### src/rtl/uart_pkg.sv
`timescale 1ns/1ps
// Shared UART definitions: receive/transmit FSM states, 8N1 frame shape, baud divisor.
package uart_pkg;
   typedef enum logic [1:0] {IDLE, START, DATA, STOP} uartState_t;

   localparam int   DATA_BITS  = 8;
   localparam int   STOP_BITS  = 1;
   localparam logic IDLE_LEVEL = 1'b1;

   // Clocks per oversample tick, truncated toward zero.
   function automatic int baudDiv(input int clkHz, input int baud, input int ovs);
      return clkHz / (baud * ovs);
   endfunction
endpackage

### src/rtl/uart_baud_tick.sv
`timescale 1ns/1ps
// Free-running divider: one-clock tick every DIV clocks, restart returns the count to 0.
// No backpressure; tick is combinational from the count.
module uart_baud_tick #(
   parameter int DIV = 27
) (
   input  logic clk,
   input  logic rstN,
   input  logic restart,
   output logic tick
);
   localparam int CW = (DIV > 1) ? $clog2(DIV) : 1;
   localparam logic [CW-1:0] LAST = CW'(DIV - 1);

   logic [CW-1:0] cnt;

   always_ff @(posedge clk or negedge rstN) begin
      if (!rstN)
         cnt <= '0;
      else if (restart || cnt == LAST)
         cnt <= '0;
      else
         cnt <= cnt + 1'b1;
   end

   assign tick = (cnt == LAST) && !restart;
endmodule

### src/rtl/uart_rx.sv
`timescale 1ns/1ps
// 8N1 UART receiver with a one-byte holding register; rx_valid rises one clock after the stop sample.
// Backpressure: an unaccepted byte is overwritten by the next one and overrun pulses.
module uart_rx
   import uart_pkg::*;
#(
   parameter int CLK_HZ = 50000000,
   parameter int BAUD   = 115200,
   parameter int OVS    = 16
) (
   input  logic       clk,
   input  logic       btnCpuReset,
   input  logic       RsRx,
   output logic [7:0] rx_data,
   output logic       rx_valid,
   input  logic       rx_ready,
   output logic       frame_err,
   output logic       overrun,
   output logic       busy
);
   localparam int DIV = baudDiv(CLK_HZ, BAUD, OVS);
   localparam int TW  = $clog2(OVS);
   localparam int BW  = $clog2(DATA_BITS);
   localparam logic [TW-1:0] MID_TICK = TW'(OVS / 2 - 1);
   localparam logic [TW-1:0] BIT_TICK = TW'(OVS - 1);
   localparam logic [BW-1:0] LAST_BIT = BW'(DATA_BITS - 1);

   uartState_t          state, stateNext;
   logic [TW-1:0]       tickCnt, tickCntNext;
   logic [BW-1:0]       bitCnt, bitCntNext;
   logic [7:0]          shiftReg, shiftNext;
   logic                errWait, errWaitNext;
   logic                rxMeta, rxSync, rxPrev;
   logic                fallEdge, tick, restart, load, frameErrSet;

   always_ff @(posedge clk or negedge btnCpuReset) begin
      if (!btnCpuReset) begin
         rxMeta <= IDLE_LEVEL;
         rxSync <= IDLE_LEVEL;
         rxPrev <= IDLE_LEVEL;
      end else begin
         rxMeta <= RsRx;
         rxSync <= rxMeta;
         rxPrev <= rxSync;
      end
   end

   assign fallEdge = rxPrev & ~rxSync;

   uart_baud_tick #(.DIV(DIV)) baudTick (
      .clk     (clk),
      .rstN    (btnCpuReset),
      .restart (restart),
      .tick    (tick)
   );

   always_ff @(posedge clk or negedge btnCpuReset) begin
      if (!btnCpuReset) begin
         state    <= IDLE;
         tickCnt  <= '0;
         bitCnt   <= '0;
         shiftReg <= '0;
         errWait  <= 1'b0;
      end else begin
         state    <= stateNext;
         tickCnt  <= tickCntNext;
         bitCnt   <= bitCntNext;
         shiftReg <= shiftNext;
         errWait  <= errWaitNext;
      end
   end

   always_comb begin
      stateNext   = state;
      tickCntNext = tickCnt;
      bitCntNext  = bitCnt;
      shiftNext   = shiftReg;
      errWaitNext = errWait;
      restart     = 1'b0;
      load        = 1'b0;
      frameErrSet = 1'b0;
      case (state)
         IDLE: begin
            if (fallEdge) begin
               stateNext   = START;
               tickCntNext = '0;
               restart     = 1'b1;
            end
         end
         START: begin
            if (tick) begin
               if (tickCnt == MID_TICK) begin
                  tickCntNext = '0;
                  bitCntNext  = '0;
                  stateNext   = rxSync ? IDLE : DATA;
               end else begin
                  tickCntNext = tickCnt + 1'b1;
               end
            end
         end
         DATA: begin
            if (tick) begin
               if (tickCnt == BIT_TICK) begin
                  tickCntNext = '0;
                  shiftNext   = {rxSync, shiftReg[7:1]};
                  bitCntNext  = bitCnt + 1'b1;
                  if (bitCnt == LAST_BIT)
                     stateNext = STOP;
               end else begin
                  tickCntNext = tickCnt + 1'b1;
               end
            end
         end
         STOP: begin
            // A bad stop bit parks here until the line idles, so a long break is not taken as a start.
            if (errWait) begin
               if (rxSync) begin
                  errWaitNext = 1'b0;
                  stateNext   = IDLE;
               end
            end else if (tick) begin
               if (tickCnt == BIT_TICK) begin
                  tickCntNext = '0;
                  if (rxSync) begin
                     load      = 1'b1;
                     stateNext = IDLE;
                  end else begin
                     frameErrSet = 1'b1;
                     errWaitNext = 1'b1;
                  end
               end else begin
                  tickCntNext = tickCnt + 1'b1;
               end
            end
         end
         default: stateNext = IDLE;
      endcase
   end

   always_ff @(posedge clk or negedge btnCpuReset) begin
      if (!btnCpuReset) begin
         rx_data   <= 8'h00;
         rx_valid  <= 1'b0;
         frame_err <= 1'b0;
         overrun   <= 1'b0;
      end else begin
         frame_err <= frameErrSet;
         overrun   <= load & rx_valid & ~rx_ready;
         if (load) begin
            rx_data  <= shiftReg;
            rx_valid <= 1'b1;
         end else if (rx_ready) begin
            rx_valid <= 1'b0;
         end
      end
   end

   assign busy = (state != IDLE);
endmodule

### config.mk
export PLATFORM = sky130hd
export DESIGN_NAME = uart_rx
export DESIGN_NICKNAME = d
export VERILOG_FILES = /design/src/rtl/uart_pkg.sv /design/src/rtl/uart_baud_tick.sv /design/src/rtl/uart_rx.sv
export SDC_FILE = /design/constraint.sdc
export NUM_CORES = 1
export LEC_CHECK = 0
export CORE_MARGIN = 2
export CORE_UTILIZATION = 60
export DETAILED_ROUTE_END_ITERATION = 6
export PLACE_DENSITY = 0.84
export SKIP_CTS_REPAIR_TIMING = 1
export SLEW_MARGIN = 10
export SYNTH_ARGS = -nofsm -noshare
export SYNTH_HDL_FRONTEND = slang
export SYNTH_SLANG_ARGS = --single-unit
### constraint.sdc
create_clock -name clk -period 5.7 [get_ports clk]
set_input_delay 1.14 -clock clk [delete_from_list [all_inputs] [get_ports clk]]
set_output_delay 1.14 -clock clk [all_outputs]
set_load 0.005 [all_outputs]
* After elaboration in Yosys (flattened, before gate mapping)
Index checks and enable logic that the tools add are counted.
** Storage, ports and cells
- Bits in registers :: 37
- Input port bits :: 4
- Output and inout port bits :: 12
** Cells by class
- Add/subtract/negate cells :: 3
- Equality and inequality tests :: 16
- Muxes and demuxes :: 40
- Bitwise gates (word level) :: 5
- Reductions and logical operators :: 11
** Operator list (number)
- $mux W4 :: 6
- $mux W2 :: 11
- $pmux W4 S4 :: 1
- $mux W1 :: 15
- $mux W3 :: 4
- $ne A2 B2 Y1 const B :: 5
- $pmux W2 S4 :: 1
- $reduce_and A8 Y1 :: 1
- $pmux W3 S2 :: 1
- $reduce_and A3 Y1 :: 2
- $reduce_bool A2 Y1 :: 3
- $add A5 B1 Y5 const B :: 1
- $eq A5 B5 Y1 const B :: 1
- $mux W5 :: 1
- $reduce_and A5 Y1 :: 1
- $add A4 B1 Y4 const B :: 1
- $eq A2 B2 Y1 const B :: 2
- $eq A4 B3 Y1 const B :: 1
- $eq A4 B4 Y1 const B :: 1
- $ne A2 B1 Y1 const B :: 2
- $add A3 B1 Y3 const B :: 1
- $and A1 B1 Y1 :: 3
- $eq A3 B3 Y1 const B :: 1
- $ne A3 B2 Y1 const B :: 1
- other kinds (7) :: 8

* Depth between registers and ports, before layout
Gate-level depths: netlist of the first run.
- Word-level depth :: 11
- Mapped depth :: 7
- Mapped depth without buffers :: 6

* Cells and area by module
A second synthesis of the first run with hierarchy kept.
** Second synthesis, totals
- Cells, all modules :: 142
- Area total of the unflattened synthesis :: 1791.7 µm²
** Modules (own cells, without submodules)
- uart_rx :: instances 1, cells each 119, area an instance 1516.5 µm², seq. area each 804.5 µm²
- uart_baud_tick :: instances 1, cells each 23, area an instance 275.3 µm², seq. area each 125.1 µm²

* Worst setup path after synthesis of the first run
No wires, ideal clock.
- Kind :: flip-flop to output port
- Start :: register state[0]
- End :: output busy
- Data arrival time :: 0.788 ns
- Data required time :: 4.560 ns
- Path slack :: 3.772 ns
- Stages on the path, launching flop included :: 4
- Cell sequence :: dfrtp_1 > buf_2 > nor2_1 > inv_1
** On the way
- Cells in the longest elaborated chain, start to end :: 1
** Ends and longest elaborated chain
- start: declaration :: line uart_rx.sv:28 : uartState_t state, stateNext;
- start signal: assignment :: line uart_rx.sv:65 : state <= stateNext;
- $reduce_bool A2 Y1 :: line uart_rx.sv:158 : assign busy = (state != IDLE);
- end: declaration :: line uart_rx.sv:19 : output logic busy
No other way between the ends.

==> key figures, run 1 <==
Run status
  • Outcome: completed

Yosys
  • Post-synth EDFFs: 0
  • Seq/Total Area, Yosys: 52.4%
  • Post-synth top area share: 48.0%
  • Distinct cells, synth: between 40 and 50
  • Mapped Area: around 1800 µm²
  • Cell taking the most area after synthesis: dfrtp_1
  • Share of synthesized flip-flops with an asynchronous set or reset: 100%
  • Avg Cell Area, Syn: about 12 µm²
  • Ys flop type: dfrtp_1
  • Mapped Nets: between 150 and 200
  • Post-Synthesis Cells: approximately 140
  • Area contributors post-synth: dfrtp_1 (48%), mux2_4 (9.3%), dfstp_2 (4.4%)
  • Seq cells post-synth: 37
  • Yosys warns: 0

Worst setup path
  • Worst path depth: 3
  • Crit Reg-Reg Startpoint: baudTick.cnt[0]$_DFF_PN0_
  • Crit-path leading delay family: buffers and inverters
  • Kind of critical path: register to output pin
  • R2R cell count: 6
  • WP data required: 4.56 ns
  • CP Cell Sequence: nor2_1 -> inv_1 -> clkdlybuf4s50_1
  • WP data arrival: roughly 1.8 ns
  • Worst reg2reg setup slack: between 3 and 4 ns
  • Peak fanout along the critical path: 15
  • Reg-to-Reg End: tickCnt[0]$_DFFE_PN0P_
  • CP max stage cell: dfrtp_1
  • Max stage delay on crit path: 0.61 ns
  • Worst Setup EP: busy
  • WP buf/inv: 2
  • CP endpoint kind: output pin
  • Critical Path Start Type: register

STA
  • Worst-Margin Slew: around 0.53 ns
  • RSZ-0062 raised after global routing: no
  • Final Skew: 0.0129 ns
  • Tcrit/Tclk final: 50.8%
  • Fin. max-slew vios: 0
  • Setup violators final: 0
  • Worst slew margin: 64.0%
  • Maximum clock rate: 345 MHz
  • Min Tclk post-route: 2.89 ns
  • Hold Vio Cnt, Final: 0
  • Setup TNS: 0 ns

Cells and area
  • Ratio of cells with drive above 1 in the final layout: approximately 23%
  • # diodes: 0
  • Final nets: 168
  • Filler cells: 203
  • Area grow syn2layout: 11.6%
  • Non-filler instance count after layout: 191

Clocking
  • Clk_lat worst skew: 0.33 ns
  • Clock Pin Slew Worst Setup and Hold Paths: ~0.11 ns
  • Longest Clk Path Bufs: 2
  • CTS Root Cell: clkbuf_4
  • CTS sink count: 37
  • H-tree depth: 2
  • CTS tree: done
  • Cts bufs inserted: 5

Global route
  • Initial antenna violation count: 0
  • Largest net degree at the start of global routing: 38
  • Number of global-route vias before repair: 1,079
  • Overall global routing resource usage: between 20 and 25%
  • First-pass GRT wire length: approximately 5 mm
  • Grt total ovfl: 0

Power
  • Max VDD drop: 0.000319 V
  • Lkg Pwr: 0.939 nW
  • Pwr dens: 281 nW/µm²

Run
  • Max-cap viol count: 0

Routing
  • Wire length per cell: around 16 µm
  • Met1 wire length: 1.25 mm
  • Final WL: 3.03 mm
  • Final ANT Viol Nets: 0
  • Drc violations: 0
  • Met3 WL: roughly 170 µm
  • DR iter-0 viols: 65
  • DR top layer: met4
  • Vias: 1,136
  • Vias/cell: 5.95
  • Routed wl met2: approximately 1.6 mm
  • Drt first pass iters: 4

Placement
  • Detail Placement HPWL: 2.22 mm
  • Placer Congestion: 0.847
  • Buffers on Ports: 15
  • Placed insts: 183

Floorplanning
  • Die width: 58.4 µm
  • Core Area: 2780 µm²
  • Initial Utilization: 63.7%
  • Io pins: 16
  • Core Rows: 19
  • DIE HEIGHT: ~58 µm
  • Die area: 3410 µm²

Min path
  • Worst min path class: register to register
-- state kept, by name, summed over array words and instances (netlist names), 3 cells and up, named ones only --
name,flops
rx_data,8
bitCnt,3
tickCnt,4
baudTick.cnt,5
shiftReg,8
-- cell families after synthesis --
kind of cell / count (synthesis) / share of synthesized area (%)
AO/OA/AOI/OAI: 26 / 9.53
XOR/XNOR: 4 / 1.98
adder cells (fa/ha/maj): 5 / 3.53
buffers and inverters: 12 / 3.60
flip-flops: 37 / 52.4
multiplexers: 18 / 13.7
AND/OR/NAND/NOR: 40 / 15.2
-- metal layers --
layer / vias up / GRT usage, %
met5: - / 0
met4: 0 / 6.98
met3: 4 / 7.69
met2: 37 / 32.9
met1: 560 / 26.2
li1: 535 / -
-- cells in the final DEF, fill, tap and decap left out, types with 2 or more instances in the layout --
master            n
a21oi_1           4
nor3_1            3
nor2_1           11
dfrtp_1          34
nand2b_1          3
nand3_1           3
a31oi_1           3
clkdlybuf4s50_1  15
ha_1              5
mux2_2            6
inv_1             6
clkbuf_4          5
o21ai_0           7
mux2_4           11
clkinv_2          2
dfstp_2           3
xor2_1            3
nand2_1           4
o211ai_1          2
o22ai_1           2
-- layout make-up --
cell class	instances	area, µm²	area share [%]
Clock buffer	6	41.3	2.09
Clock inverter	2	10.0	0.506
Inverter	6	22.5	1.14
Multi-Input combinational cell	93	779	39.4
Sequential cell	37	930	47.0
Tap cell	31	38.8	1.96
Timing Repair Buffer	16	158	7.96
-- worst min-delay path by stage --
stage | startpoint | to | slack [ns] | cells after the start
after floorplan | rxMeta$_DFF_PN1_ | rxSync$_DFF_PN1_ | 0.35 | 0
after global placement | rxMeta$_DFF_PN1_ | rxSync$_DFF_PN1_ | 0.35 | 0
after detailed placement | rxMeta$_DFF_PN1_ | rxSync$_DFF_PN1_ | 0.35 | 0
after CTS | rxMeta$_DFF_PN1_ | rxSync$_DFF_PN1_ | 0.36 | 0
after global routing | rxMeta$_DFF_PN1_ | rxSync$_DFF_PN1_ | 0.37 | 0
final | rxMeta$_DFF_PN1_ | rxSync$_DFF_PN1_ | 0.36 | 0
-- synth_stat cells, types with 2 or more instances --
cell type,instances
mux2_2,6
mux2_4,11
o211ai_1,2
ha_1,5
buf_2,2
a21oi_1,4
o22ai_1,2
nand3_1,3
dfstp_2,3
xor2_1,3
dfrtp_1,34
a31oi_1,3
nor2_1,11
o21ai_0,7
nor3_1,3
buf_6,2
nand2b_1,3
inv_1,6
nand2_1,4
-- stage by stage --
stage	cell area (µm²)	worst slack, ns	power, mW	hold slack, ns	util [%]
CTS	1980	2.82	0.563	0.362	71.2
floorplan	1770	3.77	0.408	0.345	-
global placement	1930	3.25	0.424	0.346	69.3
global route	1980	2.67	0.592	0.368	71.2
detailed placement	1930	3.20	0.436	0.347	69.3
finish	1980	2.81	0.557	0.361	71.2
-- power breakdown --
group	total, mW	internal [mW]	switching [mW]
clock network	0.128	0.0470	0.0807
registers	0.331	0.293	0.0382
logic	0.0976	0.0488	0.0487
total	0.557	0.389	0.168
No activity file was read; power rests on OpenSTA's default activity.
==> run 2: changes to the inputs <==
--- a/config.mk
+++ b/config.mk
@@ -6,9 +6,9 @@
 export NUM_CORES = 1
 export LEC_CHECK = 0
 export CORE_MARGIN = 2
-export CORE_UTILIZATION = 60
+export CORE_UTILIZATION = 51
 export DETAILED_ROUTE_END_ITERATION = 6
-export PLACE_DENSITY = 0.84
+export PLACE_DENSITY = 0.76
 export SKIP_CTS_REPAIR_TIMING = 1
 export SLEW_MARGIN = 10
 export SYNTH_ARGS = -nofsm -noshare
==> constraint.sdc (replaced) <==
create_clock -name clk -period 2.5 [get_ports clk]
set_input_delay 0.5 -clock clk [delete_from_list [all_inputs] [get_ports clk]]
set_output_delay 0.5 -clock clk [all_outputs]
set_load 0.005 [all_outputs]
==> run 2 against run 1 <==
  * Final area grew 2.0%
  * Critical endpoint unchanged
  * Cell count grew 7.3%
  * Largest cell class unchanged
  * Combinational power grew 120%
  * Global-route usage decreased by 3.6 points
  * Routed wire length shrank 3.7%
  * Largest power group unchanged
  * Setup slack worse by 2.6 ns
==> key figures, run 2 (same netlist as run 1, synthesis figures left out) <==
Run status
  • Outcome: completed

Floorplanning
  • Initial Utilization: 53.1%
  • Die area: 3960 µm²
  • DIE HEIGHT: roughly 63 µm
  • Die width: ~63 µm
  • Core Area: 3340 µm²
  • Core Rows: 21
  • Io pins: 16

STA
  • Setup TNS: 0 ns
  • Maximum clock rate: 434 MHz
  • Tcrit/Tclk final: between 90% and 100%
  • Final Skew: 0.0123 ns
  • Min Tclk post-route: 2.31 ns
  • Hold Vio Cnt, Final: 0
  • Worst slew margin: roughly 47%
  • Setup violators final: 0
  • Fin. max-slew vios: 0
  • RSZ-0062 raised after global routing: no
  • Worst-Margin Slew: 0.789 ns

Routing
  • Wire length per cell: 14.2 µm
  • Drt first pass iters: 5
  • Final ANT Viol Nets: 0
  • DR iter-0 viols: 56
  • Vias/cell: around 5.5
  • Final WL: 2.92 mm
  • Drc violations: 0
  • Vias: ~1.1k

Worst setup path
  • CP Cell Sequence: nor2_1 -> inv_1 -> clkdlybuf4s50_1
  • CP endpoint kind: output pin
  • Critical Path Start Type: register
  • WP data required: 2.00 ns
  • Peak fanout along the critical path: 15
  • Max stage delay on crit path: roughly 0.63 ns
  • Kind of critical path: register to output pin
  • CP max stage cell: dfrtp_1
  • Crit-path leading delay family: buffers and inverters
  • WP buf/inv: 2
  • WP data arrival: 1.81 ns

Power
  • Lkg Pwr: 0.943 nW
  • Final Power: 1.40 mW
  • Clk pwr share: roughly 31%
  • Switching share of power: between 20% and 30%
  • Internal power: 991 µW
  • Pwr dens: 692 nW/µm²
  • Seq pwr share: 54.0%
  • Max VDD drop: approximately 0.00055 V
  • Combinational power share: 15.4%
  • Switching power: 406 µW

Placement
  • Buffers on Ports: 15
  • Detail Placement HPWL: 1.98 mm
  • Placer Congestion: ~0.80
  • Cell Area, Placed: 1930 µm²

Global route
  • Number of global-route vias before repair: 1,135
  • Grt total ovfl: 0
  • Largest net degree at the start of global routing: 38
  • Initial antenna violation count: 0
  • First-pass GRT wire length: 5.23 mm
  • Overall global routing resource usage: 17.0%

Cells and area
  • Area grow syn2layout: 13.8%
  • Final instance area: 2020 µm²
  • Final nets: 167
  • Final core utilization: 60.5%
  • Top flop regs: rx_data x8, shiftReg x8, baudTick.cnt x5
  • Most frequent cells in the layout: dfrtp_1 (34), clkdlybuf4s50_1 (14), nor2_1 (11), mux2_4 (11), o21ai_0 (7)
  • Ratio of cells with drive above 1 in the final layout: 23.3%
  • # diodes: 0
  • Most common cell after layout, fill and taps aside: dfrtp_1
  • Filler cells: 276

Min path
  • Worst min path class: input port to async pin

Clocking
  • Longest Clk Path Bufs: 2
  • H-tree depth: 2
  • Clk_lat worst skew: 0.35 ns
  • CTS Root Cell: clkbuf_4
  • CTS sink count: 37
  • Clock Pin Slew Worst Setup and Hold Paths: 0.12 ns
  • CTS tree: done
  • Cts bufs inserted: 5

Run
  • Max-cap viol count: 0
run 2: cell types whose count changed in the layout (fill, tap and decap cells not counted), sizes merged:
cell           change
clkbuf             -1
bufinv             +1
clkinvlp           +1
clkdlybuf4s50      -1
clkinv             -1
run 2: cell type report:
cell class                      count  area [µm²]  share of cell area (%)
Multi-Input combinational cell     93         779                    38.6
Sequential cell                    37         930                    46.1
Clock buffer                        5        37.5                    1.86
Clock inverter                      3        46.3                    2.29
Inverter                            6        22.5                    1.12
Tap cell                           46        57.6                    2.85
Timing Repair Buffer               15         145                    7.19
run 2: worst reg2reg max path, delay by kind of cell (launching register included):
family | cells | cell delay (ns)
AND/OR/NAND/NOR | 2 | 0.47
flip-flops | 1 | 0.43
AO/OA/AOI/OAI | 1 | 0.39
multiplexers | 1 | 0.34
adder cells (fa/ha/maj) | 1 | 0.20
buffers and inverters | 1 | 0.07
run 2: metrics by stage:
step | std cells | setup slack, ns | hold WS (ns)
final | 205 | 0.194 | 0.214
after CTS | 205 | 0.182 | 0.239
after floorplan | 142 | 0.684 | 0.204
after global placement | 197 | 0.620 | 0.346
after detailed placement | 197 | 0.534 | 0.354
after global routing | 205 | 0.0846 | 0.261
run 2: path summary, 6_finish.rpt:
check | from | endpoint | slack [ns] | cells past startpoint
worst max register to register | baudTick.cnt[0]$_DFF_PN0_ | tickCnt[0]$_DFFE_PN0P_ | 0.49 | 6
min in group clk | rxMeta$_DFF_PN1_ | rxSync$_DFF_PN1_ | 0.38 | 0
worst max-delay path | register | busy | 0.19 | 3
worst min-delay path | btnCpuReset | bitCnt[2]$_DFFE_PN0P_ | 0.21 | 1
worst min register to register | rxMeta$_DFF_PN1_ | rxSync$_DFF_PN1_ | 0.38 | 0
max in group asynchronous | btnCpuReset | baudTick.cnt[1]$_DFF_PN0_ | 1.78 | 1
run 2: power groups by stage:
stage	clock [mW]	sequential, mW	combinational [mW]
after floorplan	0	0.735	0.195
after global placement	0	0.757	0.208
after detailed placement	0	0.764	0.220
after CTS	0.435	0.755	0.221
after global routing	0.464	0.765	0.256
final	0.427	0.754	0.215
run 2: layer usage:
layer	global-route usage (%)	up-vias	routed length [µm]
met5	0	-	0
met4	5.83	0	43
met3	6.13	6	147
met2	27.9	28	1450
met1	20.8	560	1280
li1	-	538	-
==> run 3: changes to the inputs <==
--- a/config.mk
+++ b/config.mk
@@ -5,10 +5,12 @@
 export SDC_FILE = /design/constraint.sdc
 export NUM_CORES = 1
 export LEC_CHECK = 0
+export ABC_AREA = 1
 export CORE_MARGIN = 2
-export CORE_UTILIZATION = 51
+export CORE_UTILIZATION = 50
 export DETAILED_ROUTE_END_ITERATION = 6
-export PLACE_DENSITY = 0.76
+export PLACE_DENSITY = 0.75
+export REMOVE_ABC_BUFFERS = 1
 export SKIP_CTS_REPAIR_TIMING = 1
 export SLEW_MARGIN = 10
 export SYNTH_ARGS = -nofsm -noshare
==> run 3 against run 2 <==
  * Synthesized cell count increased by 30%
  * Core utilization decreased by 1.1 points
  * Critical path depth unchanged
  * Global-route usage increased by 1.2 points
  * Critical path type unchanged
  * Clock power fell by 5.2%
  * Non-clock buffer count rose by 1
  * Highest routed layer unchanged
  * Hold slack gained 0.17 ns
  * Final area fell by 3.3%
  * Combinational power is 82% higher
  * Sequential share of layout area increased by 1.6 points
==> key figures, run 3 <==
Yosys
  • Mapped Area: 1680 µm²
  • Avg Cell Area, Syn: 9.09 µm²
  • Synth top cells by count: nand2_1 (48), dfrtp_1 (34), inv_1 (23)
  • Post-synth EDFFs: 0
  • Share of synthesized flip-flops with an asynchronous set or reset: 100%
  • Distinct cells, synth: 27
  • Post-Synthesis Cells: 185
  • Seq cells post-synth: 37
  • Ys flop type: dfrtp_1
  • Most numerous cell in the Yosys netlist: nand2_1
  • Area contributors post-synth: dfrtp_1 (51%), nand2_1 (11%), o21ai_0 (5.4%)
  • Post-synth top area share: 50.6%
  • Cell taking the most area after synthesis: dfrtp_1
  • Seq/Total Area, Yosys: 55.3%
  • Yosys warns: 0

Worst setup path
  • Critical Path Start Type: register
  • CP Cell Sequence: nor2_2 -> inv_1 -> clkdlybuf4s50_1
  • Max stage delay on crit path: a little under 0.5 ns
  • Kind of critical path: register to output pin
  • CP max stage cell: dfrtp_1
  • CP endpoint kind: output pin
  • Crit-path leading delay family: buffers and inverters
  • WP data arrival: 1.57 ns
  • Peak fanout along the critical path: 9
  • WP buf/inv: 2
  • WP data required: 2.00 ns

Placement
  • Detail Placement HPWL: 2.13 mm
  • Buffers on Ports: 15
  • Pre-CTS setup slack: ~0.8 ns
  • Placed insts: roughly 240
  • Placer Congestion: 0.845

Power
  • Seq pwr share: between 40 and 50%
  • Max VDD drop: 0.000420 V
  • Switching power: 525 µW
  • Final Power: 1.56 mW
  • Clk pwr share: 25.9%
  • Pwr dens: 800 nW/µm²
  • Internal power: 1.04 mW
  • Combinational power share: 25.1%
  • Switching share of power: 33.6%
  • Lkg Pwr: 0.915 nW

Routing
  • Final WL: around 3 mm
  • Vias/cell: 5.01
  • Drc violations: 0
  • DR iter-0 viols: 63
  • Wire length per cell: 11.7 µm
  • Final ANT Viol Nets: 0
  • Vias: 1,263
  • Drt first pass iters: 4

Clocking
  • CTS tree: done
  • CTS Root Cell: clkbuf_4
  • Cts bufs inserted: 5
  • H-tree depth: 2
  • Clk_lat worst skew: 0.35 ns
  • CTS sink count: 37
  • Longest Clk Path Bufs: 2
  • Clock Pin Slew Worst Setup and Hold Paths: about 0.11 ns

Global route
  • First-pass GRT wire length: 5.03 mm
  • Grt total ovfl: 0
  • Initial antenna violation count: 0
  • Overall global routing resource usage: 18.2%
  • Largest net degree at the start of global routing: 38
  • Number of global-route vias before repair: 1,176

Cells and area
  • Non-filler instance count after layout: roughly 250
  • Area grow syn2layout: 16.1%
  • Most frequent cells in the layout: nand2_1 (48), dfrtp_1 (34), inv_1 (23)
  • Final core utilization: between 50% and 60%
  • Top flop regs: rx_data x8, shiftReg x8, baudTick.cnt x5
  • Ratio of cells with drive above 1 in the final layout: 13.6%
  • Most common cell after layout, fill and taps aside: nand2_1
  • # diodes: 0
  • Final nets: about 210

STA
  • Fin. max-slew vios: 0
  • Worst-Margin Slew: 0.445 ns
  • Worst slew margin: 70.4%
  • RSZ-0062 raised after global routing: no
  • Min Tclk post-route: 2.07 ns
  • Final Worst Setup Slack: around 0.43 ns
  • Setup violators final: 0
  • Maximum clock rate: 482 MHz
  • Setup TNS: 0 ns
  • Hold Vio Cnt, Final: 0
  • Final Skew: 0.00980 ns
  • Tcrit/Tclk final: 82.9%

Floorplanning
  • Die width: 62.0 µm
  • Core Area: between 3000 and 4000 µm²
  • Initial Utilization: 51.2%
  • Io pins: 16
  • DIE HEIGHT: 62.0 µm
  • Die area: 3840 µm²
  • Core Rows: 21

Run
  • Max-cap viol count: 0

Min path
  • Worst min path class: register to register

Run status
  • Outcome: completed
[run 3: per-layer routing]
| layer | vias up | GRT usage, % | share of wire [%] |
|---|---|---|---|
| met5 | - | 0 | 0 |
| met4 | 0 | 10.0 | 1.7 |
| met3 | 7 | 4.35 | 3.7 |
| met1 | 604 | 22.6 | 45 |
| li1 | 629 | - | - |
| met2 | 23 | 29.3 | 50 |
[run 3: cell type report]
type	instances	area (µm²)
clock inverters	2	35.0
inverters	24	90.1
flip-flops and latches	37	930
clock buffers	6	41.3
repair buffers	16	158
fillers	285	1330
multi-input cells	121	641
well taps	46	57.6
[run 3: power by group through the flow]
stage / Sequential (mW) / Clock, mW / Combinational [mW]
floorplan: 0.750 / 0 / 0.291
global placement: 0.762 / 0 / 0.364
detailed placement: 0.775 / 0 / 0.389
CTS: 0.764 / 0.414 / 0.390
global route: 0.777 / 0.443 / 0.449
finish: 0.765 / 0.405 / 0.392
[run 3: final timing paths]
path                                      startpoint                endpoint  slack (ns)  cells after the start
max in group asynchronous                btnCpuReset        rxSync$_DFF_PN1_        1.58                      2
setup reg to reg           baudTick.cnt[0]$_DFF_PN0_  rx_data[5]$_DFFE_PN0P_        0.78                      9
hold / removal                      rxMeta$_DFF_PN1_        rxSync$_DFF_PN1_        0.38                      0
setup / recovery                            register                    busy        0.43                      3
min in group asynchronous                btnCpuReset  rx_data[3]$_DFFE_PN0P_        0.56                      2
hold reg to reg                     rxMeta$_DFF_PN1_        rxSync$_DFF_PN1_        0.38                      0
[run 3: cell families after synthesis]
| kind of cell | share of synthesized area [%] |
|---|---|
| buffers and inverters | 6.62 |
| flip-flops | 55.3 |
| XOR/XNOR | 1.56 |
| AND/OR/NAND/NOR | 22.0 |
| AO/OA/AOI/OAI | 10.8 |
| adder cells (fa/ha/maj) | 3.72 |
[run 3: per-stage QoR]
stage          instance area [µm²]  hold slack [ns]
2_1_floorplan                 1660            0.204
3_3_place_gp                  1880            0.346
3_5_place_dp                  1880            0.355
4_1_cts                       1950            0.387
5_1_grt                       1950            0.397
6_report                      1950            0.380
